[config.mk]
export PLATFORM = sky130hd
export DESIGN_NAME = mm_tile_sequencer
export DESIGN_NICKNAME = d
export VERILOG_FILES = /design/src/rtl/mm_tile_sequencer.sv
export SDC_FILE = /design/constraint.sdc
export NUM_CORES = 1
export LEC_CHECK = 0
export CAP_MARGIN = 10
export CELL_PAD_IN_SITES_DETAIL_PLACEMENT = 0
export CELL_PAD_IN_SITES_GLOBAL_PLACEMENT = 1
export CORE_UTILIZATION = 32
export CTS_BUF_LIST = sky130_fd_sc_hd__clkbuf_8
export CTS_CLUSTER_DIAMETER = 200
export CTS_CLUSTER_SIZE = 20
export DETAILED_ROUTE_END_ITERATION = 8
export PLACE_DENSITY_LB_ADDON = 0.1
export SETUP_SLACK_MARGIN = 0.3
export SYNTH_ARGS = -nofsm -noshare
export SYNTH_HDL_FRONTEND = slang
export SYNTH_SLANG_ARGS = --single-unit
[constraint.sdc]
create_clock -name clk -period 1.8 [get_ports clk]
set_clock_uncertainty 0.1 [all_clocks]
set_input_delay 0.36 -clock clk [delete_from_list [all_inputs] [get_ports clk]]
set_output_delay 0.36 -clock clk [all_outputs]
set_load 0.01 [all_outputs]
[src/rtl/mm_tile_sequencer.sv]
// mm_tile_sequencer: read-address and tile sequencer for an N x N systolic
// matrix-multiply core. Walks C = A * B tile by tile, streaming K operand
// beats per tile, then waiting DRAIN_LAT cycles for the array to drain
// before reporting the finished C tile index.
module mm_tile_sequencer #(
    parameter int N         = 4,
    parameter int M         = 8,
    parameter int K         = 8,
    parameter int P         = 8,
    parameter int DRAIN_LAT = 2 * N - 1,
    localparam int TR       = M / N,
    localparam int TC       = P / N,
    localparam int T        = TR * TC,
    localparam int AW_A     = (TR * K > 1) ? $clog2(TR * K) : 1,
    localparam int AW_B     = (TC * K > 1) ? $clog2(TC * K) : 1,
    localparam int AW_C     = (T > 1) ? $clog2(T) : 1,
    localparam int KW       = (K > 1) ? $clog2(K) : 1,
    localparam int RW       = (TR > 1) ? $clog2(TR) : 1,
    localparam int CW       = (TC > 1) ? $clog2(TC) : 1,
    localparam int DW       = (DRAIN_LAT > 1) ? $clog2(DRAIN_LAT) : 1
) (
    input  logic            clk,
    input  logic            rst,
    input  logic            start,
    input  logic            stall,
    output logic            busy,
    output logic            done,
    output logic            rd_en,
    output logic [AW_A-1:0] rd_addr_A,
    output logic [AW_B-1:0] rd_addr_B,
    output logic [KW-1:0]   k_cntr,
    output logic [RW-1:0]   row_tile,
    output logic [CW-1:0]   col_tile,
    output logic            acc_first,
    output logic            acc_last,
    output logic            tile_done,
    output logic [AW_C-1:0] c_addr
);

    // Reject operand shapes that cannot be tiled onto the array.
    if (M % N != 0) begin : g_bad_m
        $error("mm_tile_sequencer: M (%0d) must be a multiple of N (%0d)", M, N);
    end
    if (P % N != 0) begin : g_bad_p
        $error("mm_tile_sequencer: P (%0d) must be a multiple of N (%0d)", P, N);
    end
    if (K < 1) begin : g_bad_k
        $error("mm_tile_sequencer: K (%0d) must be at least 1", K);
    end
    if (DRAIN_LAT < 1) begin : g_bad_drain
        $error("mm_tile_sequencer: DRAIN_LAT (%0d) must be at least 1", DRAIN_LAT);
    end

    typedef enum logic [1:0] {
        S_IDLE,
        S_STREAM,
        S_DRAIN
    } state_e;

    state_e          state_q, state_d;
    logic [KW-1:0]   k_q, k_d;
    logic [RW-1:0]   row_q, row_d;
    logic [CW-1:0]   col_q, col_d;
    logic [DW-1:0]   drain_q, drain_d;

    logic last_beat;
    logic last_row;
    logic last_col;
    logic drain_zero;

    assign last_beat  = (k_q == KW'(K - 1));
    assign last_row   = (row_q == RW'(TR - 1));
    assign last_col   = (col_q == CW'(TC - 1));
    assign drain_zero = (drain_q == '0);

    // Sequencer state and counters; synchronous reset abandons any tile in flight.
    always_ff @(posedge clk) begin
        // NOTE: state registers use non-blocking assignments so every flop
        // samples the pre-edge values of the others, whatever the statement order.
        if (rst) begin
            state_q <= S_IDLE;
            k_q     <= '0;
            row_q   <= '0;
            col_q   <= '0;
            drain_q <= '0;
        end else begin
            state_q <= state_d;
            k_q     <= k_d;
            row_q   <= row_d;
            col_q   <= col_d;
            drain_q <= drain_d;
        end
    end

    // Next-state and pulse decode; every pulse is qualified by !stall.
    always_comb begin
        // NOTE: every signal gets a default before the case so that no path
        // leaves it unassigned, which would otherwise infer a latch.
        state_d   = state_q;
        k_d       = k_q;
        row_d     = row_q;
        col_d     = col_q;
        drain_d   = drain_q;
        busy      = 1'b0;
        rd_en     = 1'b0;
        acc_first = 1'b0;
        acc_last  = 1'b0;
        tile_done = 1'b0;
        done      = 1'b0;

        case (state_q)
            S_IDLE: begin
                // Counters are already zero here; stall has no effect in IDLE.
                if (start) begin
                    state_d = S_STREAM;
                    k_d     = '0;
                    row_d   = '0;
                    col_d   = '0;
                    drain_d = '0;
                end
            end

            S_STREAM: begin
                busy = 1'b1;
                if (!stall) begin
                    rd_en     = 1'b1;
                    acc_first = (k_q == '0);
                    acc_last  = last_beat;
                    if (last_beat) begin
                        state_d = S_DRAIN;
                        drain_d = DW'(DRAIN_LAT - 1);
                    end else begin
                        k_d = k_q + 1'b1;
                    end
                end
            end

            S_DRAIN: begin
                busy = 1'b1;
                if (!stall) begin
                    if (drain_zero) begin
                        tile_done = 1'b1;
                        k_d       = '0;
                        if (last_row && last_col) begin
                            // Final tile: return to IDLE with all counters cleared.
                            done    = 1'b1;
                            state_d = S_IDLE;
                            row_d   = '0;
                            col_d   = '0;
                        end else begin
                            // Column tile is the inner loop, row tile the outer.
                            state_d = S_STREAM;
                            if (last_col) begin
                                col_d = '0;
                                row_d = row_q + 1'b1;
                            end else begin
                                col_d = col_q + 1'b1;
                            end
                        end
                    end else begin
                        drain_d = drain_q - 1'b1;
                    end
                end
            end

            default: begin
                state_d = S_IDLE;
            end
        endcase
    end

    // Addresses and tile index are pure functions of the registered counters.
    assign k_cntr    = k_q;
    assign row_tile  = row_q;
    assign col_tile  = col_q;
    assign rd_addr_A = AW_A'(int'(row_q) * K + int'(k_q));
    assign rd_addr_B = AW_B'(int'(col_q) * K + int'(k_q));
    assign c_addr    = AW_C'(int'(row_q) * TC + int'(col_q));

endmodule

* Word level (Yosys, flattened, before mapping)
Cells that the tools add are included.
Word-level totals: output and inout port bits 21, input port bits 4, bits in registers 10, word-level logic and storage cells 78
Operators by class: mux-type cells 43, equal/unequal tests 11, reductions and logical operators 12, add/sub/neg operators 7
Operators by type and width (number):
- $mux W3 | 9
- $mux W1 | 24
- $pmux W3 S3 | 2
- $ne A2 B2 Y1 const B | 7
- $reduce_and A6 Y1 | 2
- $mux W2 | 5
- $reduce_and A5 Y1 | 2
- $add A4 B3 Y4 | 2
- $logic_not A3 Y1 | 2
- $pmux W2 S3 | 1
- $pmux W1 S2 | 2
- $reduce_and A4 Y1 | 1
- $add A3 B1 Y3 const B | 1
- $eq A3 B3 Y1 const B | 1
- $ne A3 B3 Y1 const B | 1
- $reduce_bool A3 Y1 | 1
- $sub A3 B1 Y3 const B | 1
- $add A1 B1 Y1 const B | 2
- $add A2 B1 Y2 | 1
- $eq A2 B1 Y1 const B | 1
- $eq A2 B2 Y1 const B | 1
- $logic_not A2 Y1 | 1
- $reduce_bool A2 Y1 | 1
- $reduce_or A2 Y1 | 1
- $logic_and A1 B1 Y1 | 1

* Logic depth before layout (Yosys ltp)
Gate-level depths: netlist (run 1).
word-level depth 6, depth in mapped cells 7, depth with buffers taken out 6

* Worst setup path after synthesis (run 1)
OpenSTA, ideal clock, no wires.
path kind register to register, from register k_q[1] (netlist: k_cntr[1]), to register drain_q[0], stages on the path, launching flop included 7, data arrival time 1.781 ns, clock period less this slack 1.952 ns, library setup time 0.070 ns, setup slack -0.152 ns, data required time 1.630 ns, buffers on the path 0, path through dfxtp_1 -> ha_1 -> ha_1 -> nand2b_4 -> a211o_1 -> or4_1 -> a21oi_1
On the way: cells in the longest elaborated chain, start to end 3
Ends and longest elaborated chain:
- start, declared | line 61 | logic [KW-1:0] k_q, k_d;
- start signal, assigned | line 88 | k_q <= k_d;
- $eq A3 B3 Y1 | line 71 | assign last_beat = (k_q == KW'(K - 1));
- $ne A2 B2 Y1 (no source line)
- $reduce_and A6 Y1 (no source line)
- end signal, assigned | line 91 | drain_q <= drain_d;
- end, declared | line 64 | logic [DW-1:0] drain_q, drain_d;
No other way between the ends. A chain may end at the register's enable or synchronous reset.

* Worst setup path in the final report (run 1)
from register state_q[0], to register drain_q[0]
On the way: cells in the longest elaborated chain, start to end 3, elaborated cells between the ends (all ways) 11, classes of those cells 7 x eq/ne; 1 x mux; 3 x reduce/logical
Ends and longest elaborated chain:
- start, declared | line 60 | state_e state_q, state_d;
- start signal, assigned | line 87 | state_q <= state_d;
- $eq A2 B2 Y1, or another cell as far along | line 111 | case (state_q)
- $ne A2 B2 Y1 (no source line) or $reduce_bool A3 Y1 (tied branches)
- $reduce_and A6 Y1 (no source line)
Several ways; a longest one is shown, not always the timed one.

==> results.yml, run 1 <==
status:
  status: "finished, final reports clean"
global_routing:
  grt_pass1_vias: 869
  grt_max_degree: 11
  grt_use_total_pct: 19.8
  grt_first_pass_wirelength_um: 4020
  antenna_found_initial: 0
  grt-ovfl-total: 0
layout:
  drive_above_1_share_pct: 60.3
  n_antenna_cell: 0
  final_cell_mix: "buf_4, dlygate4sd2_1, buf_6"
  nNetsFinal: 172
  final_common_cell: "buf_4"
  final_cells: 186
  area_growth_pct: 89.1
power:
  vdd_drop_max_mv: 0.750
  power_density_nw_per_um2: 1110
  power.leakage_uw: 0.000717
routing:
  drc_errors: 0
  drt_iter0_markers: 6
  num_vias: 970
  first_pass_iters: 4
  wirelength_um: 2750
  postRouteAntennaNets: 0
  wl_per_cell_um: 14.8
  vias_per_cell: 5.22
clock_network:
  cts_root_buf: "clkbuf_8"
  insertion_delay_ns: 0.24
  clkTransAtPathRegs_ns: 0.05
  htreeDepth: 1
  cts_tree: "done"
  cts_hold_buf: 0
  cts_sinks: 10
  cts_made_buffers: 3
  cts_buffer_depth: 2
synth:
  post_synth.cell_area_avg_um2: 8.31
  synthesis.nets: 119
  ys_ff_latch: 10
  ys_seq_area_share_pct: 23.2
  synth_area_um2: 865
  synth_cell_types: 33
  yosysWarningCount: 0
  syn_inst: 104
setup_path:
  critPathLaunch: "state_q[0]"
  crit_arrival_ns: 1.84
  r2r-start: "state_q[0]"
  required_ns: 1.86
  worstSetupPathType: "reg -> reg"
  setup.worst_path.end_class: "flop"
  cp_max_fo: 4
  critPathLaunchType: "flop"
sta:
  rsz0062_at_grt: "yes"
  hold_violations: 0
  tightest_slew_ns: 0.449
  timing.hold.ws_ns: 0.399
  min_period_over_period_pct: 99.0
  setup_viol: 0
  fin_crit_ns: 1.78
  max_slew_margin_pct: 70.0
  drv_slew: 0
  max_freq_mhz: 561
run:
  maxCapViolations: 0
worst_hold_path:
  hold_path_startpoint: "drain_q[1]"
  hold_class: "reg -> reg"
placed_design:
  hpwl_um: 1810
  gp_congestion: 0.818
  dp_cells: 171
  io_buffers: 24
floorplan:
  io_pins: 25
  dieWidth_um: 54.0
  core_um2: 2520
  die-area_um2: 2910
  rows: 18
  fp.dieH_um: 54.0
  start_util_pct: 34.3
[report_power, final]
group          switching (µW)  internal (µW)  total [µW]
logic                     557            693        1250
registers                49.9            267         317
clock network             101            150         251
total                     707           1110        1820
[final timing paths]
kind | end | slack [ns] | cells past startpoint
worst max-delay path | drain_q[0] | 0.02 | 6
worst min-delay path | drain_q[1] | 0.40 | 2
worst max register to register | drain_q[0] | 0.02 | 6
worst min register to register | drain_q[1] | 0.40 | 2
[per-stage QoR]
stage          util [%]  cell area [µm²]  setup slack, ns  total power [µW]  TNS, ns
2_1_floorplan         -              955           0.0936               805        0
3_3_place_gp       52.7             1330           -0.512              1180    -4.81
3_5_place_dp       52.7             1330           -0.530              1190    -5.14
4_1_cts            57.9             1460           0.0114              1550        0
5_1_grt            64.8             1640          -0.0365              1920  -0.0795
6_report           64.8             1640           0.0187              1820        0
[cell usage after synthesis]
cell type	instances	area, µm²
buf_4	10	75.1
a211o_1	1	8.76
and3_1	2	12.5
a21oi_1	14	70.1
nor4_1	1	6.26
buf_1	1	3.75
a22o_1	1	8.76
a22oi_1	2	15.0
o2111ai_1	1	8.76
o21ai_0	10	50.1
mux2i_1	1	10.0
inv_1	7	26.3
or4_1	2	15.0
xor2_1	1	8.76
and2_2	1	7.51
nand4_1	3	18.8
nand2b_1	2	12.5
nand4b_1	2	17.5
nor2b_1	3	18.8
nand3_1	2	10.0
dfxtp_1	10	200
a21o_2	1	8.76
nand2b_4	2	27.5
ha_1	11	138
nand2_1	4	15.0
o21a_1	2	15.0
clkbuf_1	1	3.75
a211oi_1	1	7.51
nor3b_1	1	7.51
and3b_1	1	8.76
buf_2	1	5.00
nor2b_4	1	13.8
a221o_1	1	10.0
[logic make-up (layout without fill, tap and decap cells)]
logic type	count (synthesis)	after routing	synth area share [%]
AOI/OAI and AO/OA	34	34	23.4
xor gates and xnor gates	1	1	1.01
adders and majority gates	11	11	15.9
buffers and inverters	20	72	13.2
DFF	10	10	23.2
muxes	1	1	1.16
and+or+nand+nor	27	27	22.1
[worst max-delay path, cell delays in order (launching register included)]
cell     delay [ns]
dfxtp_4        0.36
buf_4          0.14
buf_4          0.13
ha_4           0.16
a211o_1        0.28
or4_4          0.42
a21oi_2        0.12
[layer usage]
| layer | share of wire, % | track usage [%] | up-vias | wire [µm] |
|---|---|---|---|---|
| li1 | - | - | 472 | - |
| met4 | 2.8 | 10.3 | 0 | 78 |
| met1 | 40 | 20.8 | 457 | 1110 |
| met5 | 0 | 0 | - | 0 |
| met2 | 52 | 36.2 | 33 | 1440 |
| met3 | 4.7 | 4.80 | 8 | 128 |
[registers in the layout, summed over array words and instances, names as in the netlist]
register / count
col_tile: 1
state_q: 2
drain_q: 3
k_cntr: 3
row_tile: 1
[repair_timing]
item | CTS | global route
pin swaps | 11 | 22
gates resized for setup | 67 | 34
endpoints found under the setup margin | 31 | 16
buffers inserted | 5 | 6
cloned | 0 | 0
[area by class of cell]
cell class	instances	area [µm²]
Clock buffer	3	41.3
Clock inverter	1	3.75
Fill cell	208	887
Inverter	7	28.8
Multi-Input combinational cell	74	776
Sequential cell	10	221
Tap cell	30	37.5
Timing Repair Buffer	61	527
(Power assumes the default switching activity.)
==> run 2: changes to the inputs <==
CTS_CLUSTER_DIAMETER = 150   (was 200)
SETUP_SLACK_MARGIN = default   (was 0.3)
==> results.yml, run 2 (same netlist as run 1, synthesis figures left out) <==
status:
  status: "finished, final reports clean"
power:
  combPwrFrac_pct: 63.9
  vdd_drop_max_mv: 0.628
  p_int_uw: 954
  power.leakage_uw: 0.000586
  power_density_nw_per_um2: 1070
  sw_frac_of_total_pct: 37.1
  pwr-share-clk_pct: 16.2
  p_seq_share_pct: 19.9
  p_switching_uw: 564
  finalPower_uw: 1520
layout:
  nNetsFinal: 165
  fin_util_pct: 56.4
  n_antenna_cell: 0
  area_growth_pct: 64.7
  drive_above_1_share_pct: 45.6
  final_common_cell: "buf_4"
  final_area_um2: 1420
  fillers: 243
  final_cell_mix: "buf_4, clkdlybuf4s50_1, a21oi_1"
routing:
  num_vias: 914
  vias_per_cell: 5.11
  drt_iter0_markers: 19
  wirelength_um: 2390
  wl_per_cell_um: 13.4
  first_pass_iters: 4
  postRouteAntennaNets: 0
  drc_errors: 0
global_routing:
  grt_first_pass_wirelength_um: 3600
  grt_pass1_vias: 816
  antenna_found_initial: 0
  grt_use_total_pct: 17.6
  grt-ovfl-total: 0
  grt_max_degree: 11
setup_path:
  worstSetupPathType: "reg -> reg"
  cp_max_fo: 6
  max_stage_delay_ns: 0.52
  cp_slowest_cell: "or4_4"
  setup.worst_path.end_class: "flop"
  cp_num_buf_inv: 2
  critPathLaunchType: "flop"
  critical-path-top-delay-family: "simple AND/OR/NAND/NOR gates"
  cp_cell_sequence: "inv_2 -> ha_2 -> buf_4 -> a22o_1 -> or4_4 -> a21oi_2"
  crit_arrival_ns: 1.86
  required_ns: 1.86
sta:
  setup_slack_ns: 0.00459
  min_period_over_period_pct: 99.7
  tightest_slew_ns: 0.449
  setup_viol: 0
  hold_violations: 0
  rsz0062_at_grt: "yes"
  fin_crit_ns: 1.80
  drv_slew: 0
  max_slew_margin_pct: 69.9
  max_freq_mhz: 557
floorplan:
  fp.dieH_um: 54.0
  start_util_pct: 34.3
  dieWidth_um: 54.0
  io_pins: 25
  core_um2: 2520
  rows: 18
  die-area_um2: 2910
worst_hold_path:
  hold_class: "reg -> reg"
clock_network:
  cts_made_buffers: 3
  insertion_delay_ns: 0.24
  clkTransAtPathRegs_ns: 0.05
  cts_sinks: 10
  cts_buffer_depth: 2
  cts_hold_buf: 0
  cts_root_buf: "clkbuf_8"
  htreeDepth: 1
  cts_tree: "done"
placed_design:
  gp_congestion: 0.798
  io_buffers: 24
  hpwl_um: 1750
  post_dp_cell_area_um2: 1290
  pre_cts_slack_ns: -0.535
run:
  maxCapViolations: 0
[run 2: final cells by class]
cell class	count	area, µm²	share of cell area (%)
Clock inverter	1	3.75	0.264
Inverter	7	26.3	1.85
Tap cell	30	37.5	2.64
Clock buffer	3	41.3	2.90
Sequential cell	10	218	15.3
Timing Repair Buffer	54	443	31.1
Multi-Input combinational cell	74	654	46.0
[run 2: repair_timing]
item	4_1_cts	5_1_grt
resized for setup	33	14
setup buffers	2	1
pin swaps	6	4
cloned	0	0
endpoints found under the setup margin	8	17
hold endpoints to repair	0	0
[run 2: path summary, 6_finish.rpt]
kind / startpoint / endpoint / slack (ns) / cells past startpoint
max: state_q[0] / state_q[0] / 0.005 / 6
min: drain_q[1] / drain_q[1] / 0.38 / 2
max reg2reg: state_q[0] / state_q[0] / 0.005 / 6
min reg2reg: drain_q[1] / drain_q[1] / 0.38 / 2
[run 2: routing by layer]
layer / vias to the layer above / global-route usage [%] / wire length, µm
met1: 425 / 23.0 / 1090
met3: 4 / 2.54 / 134
met4: 0 / 9.83 / 24
met5: - / 0 / 0
met2: 32 / 27.4 / 1150
li1: 453 / - / -
[run 2: power groups by stage]
| stage | logic (µW) | clock network, µW | registers [µW] |
|---|---|---|---|
| after floorplan | 438 | 0 | 307 |
| after global placement | 842 | 0 | 300 |
| after detailed placement | 846 | 0 | 304 |
| after CTS | 888 | 253 | 299 |
| after global routing | 1060 | 263 | 309 |
| final | 970 | 245 | 302 |
[run 2: stage by stage]
step / cells / hold slack (ns) / TNS (ns)
after floorplan: 104 / 0.350 / -0.00205
after global placement: 172 / 0.364 / -3.54
after detailed placement: 172 / 0.373 / -3.68
after CTS: 178 / 0.392 / -0.0291
after global routing: 179 / 0.410 / -0.107
final: 179 / 0.380 / 0
[run 2: worst reg2reg max path: stages, from the launching register on]
cell     delay, ns
dfxtp_2       0.35
inv_2         0.05
ha_2          0.19
buf_4         0.16
a22o_1        0.22
or4_4         0.52
a21oi_2       0.14
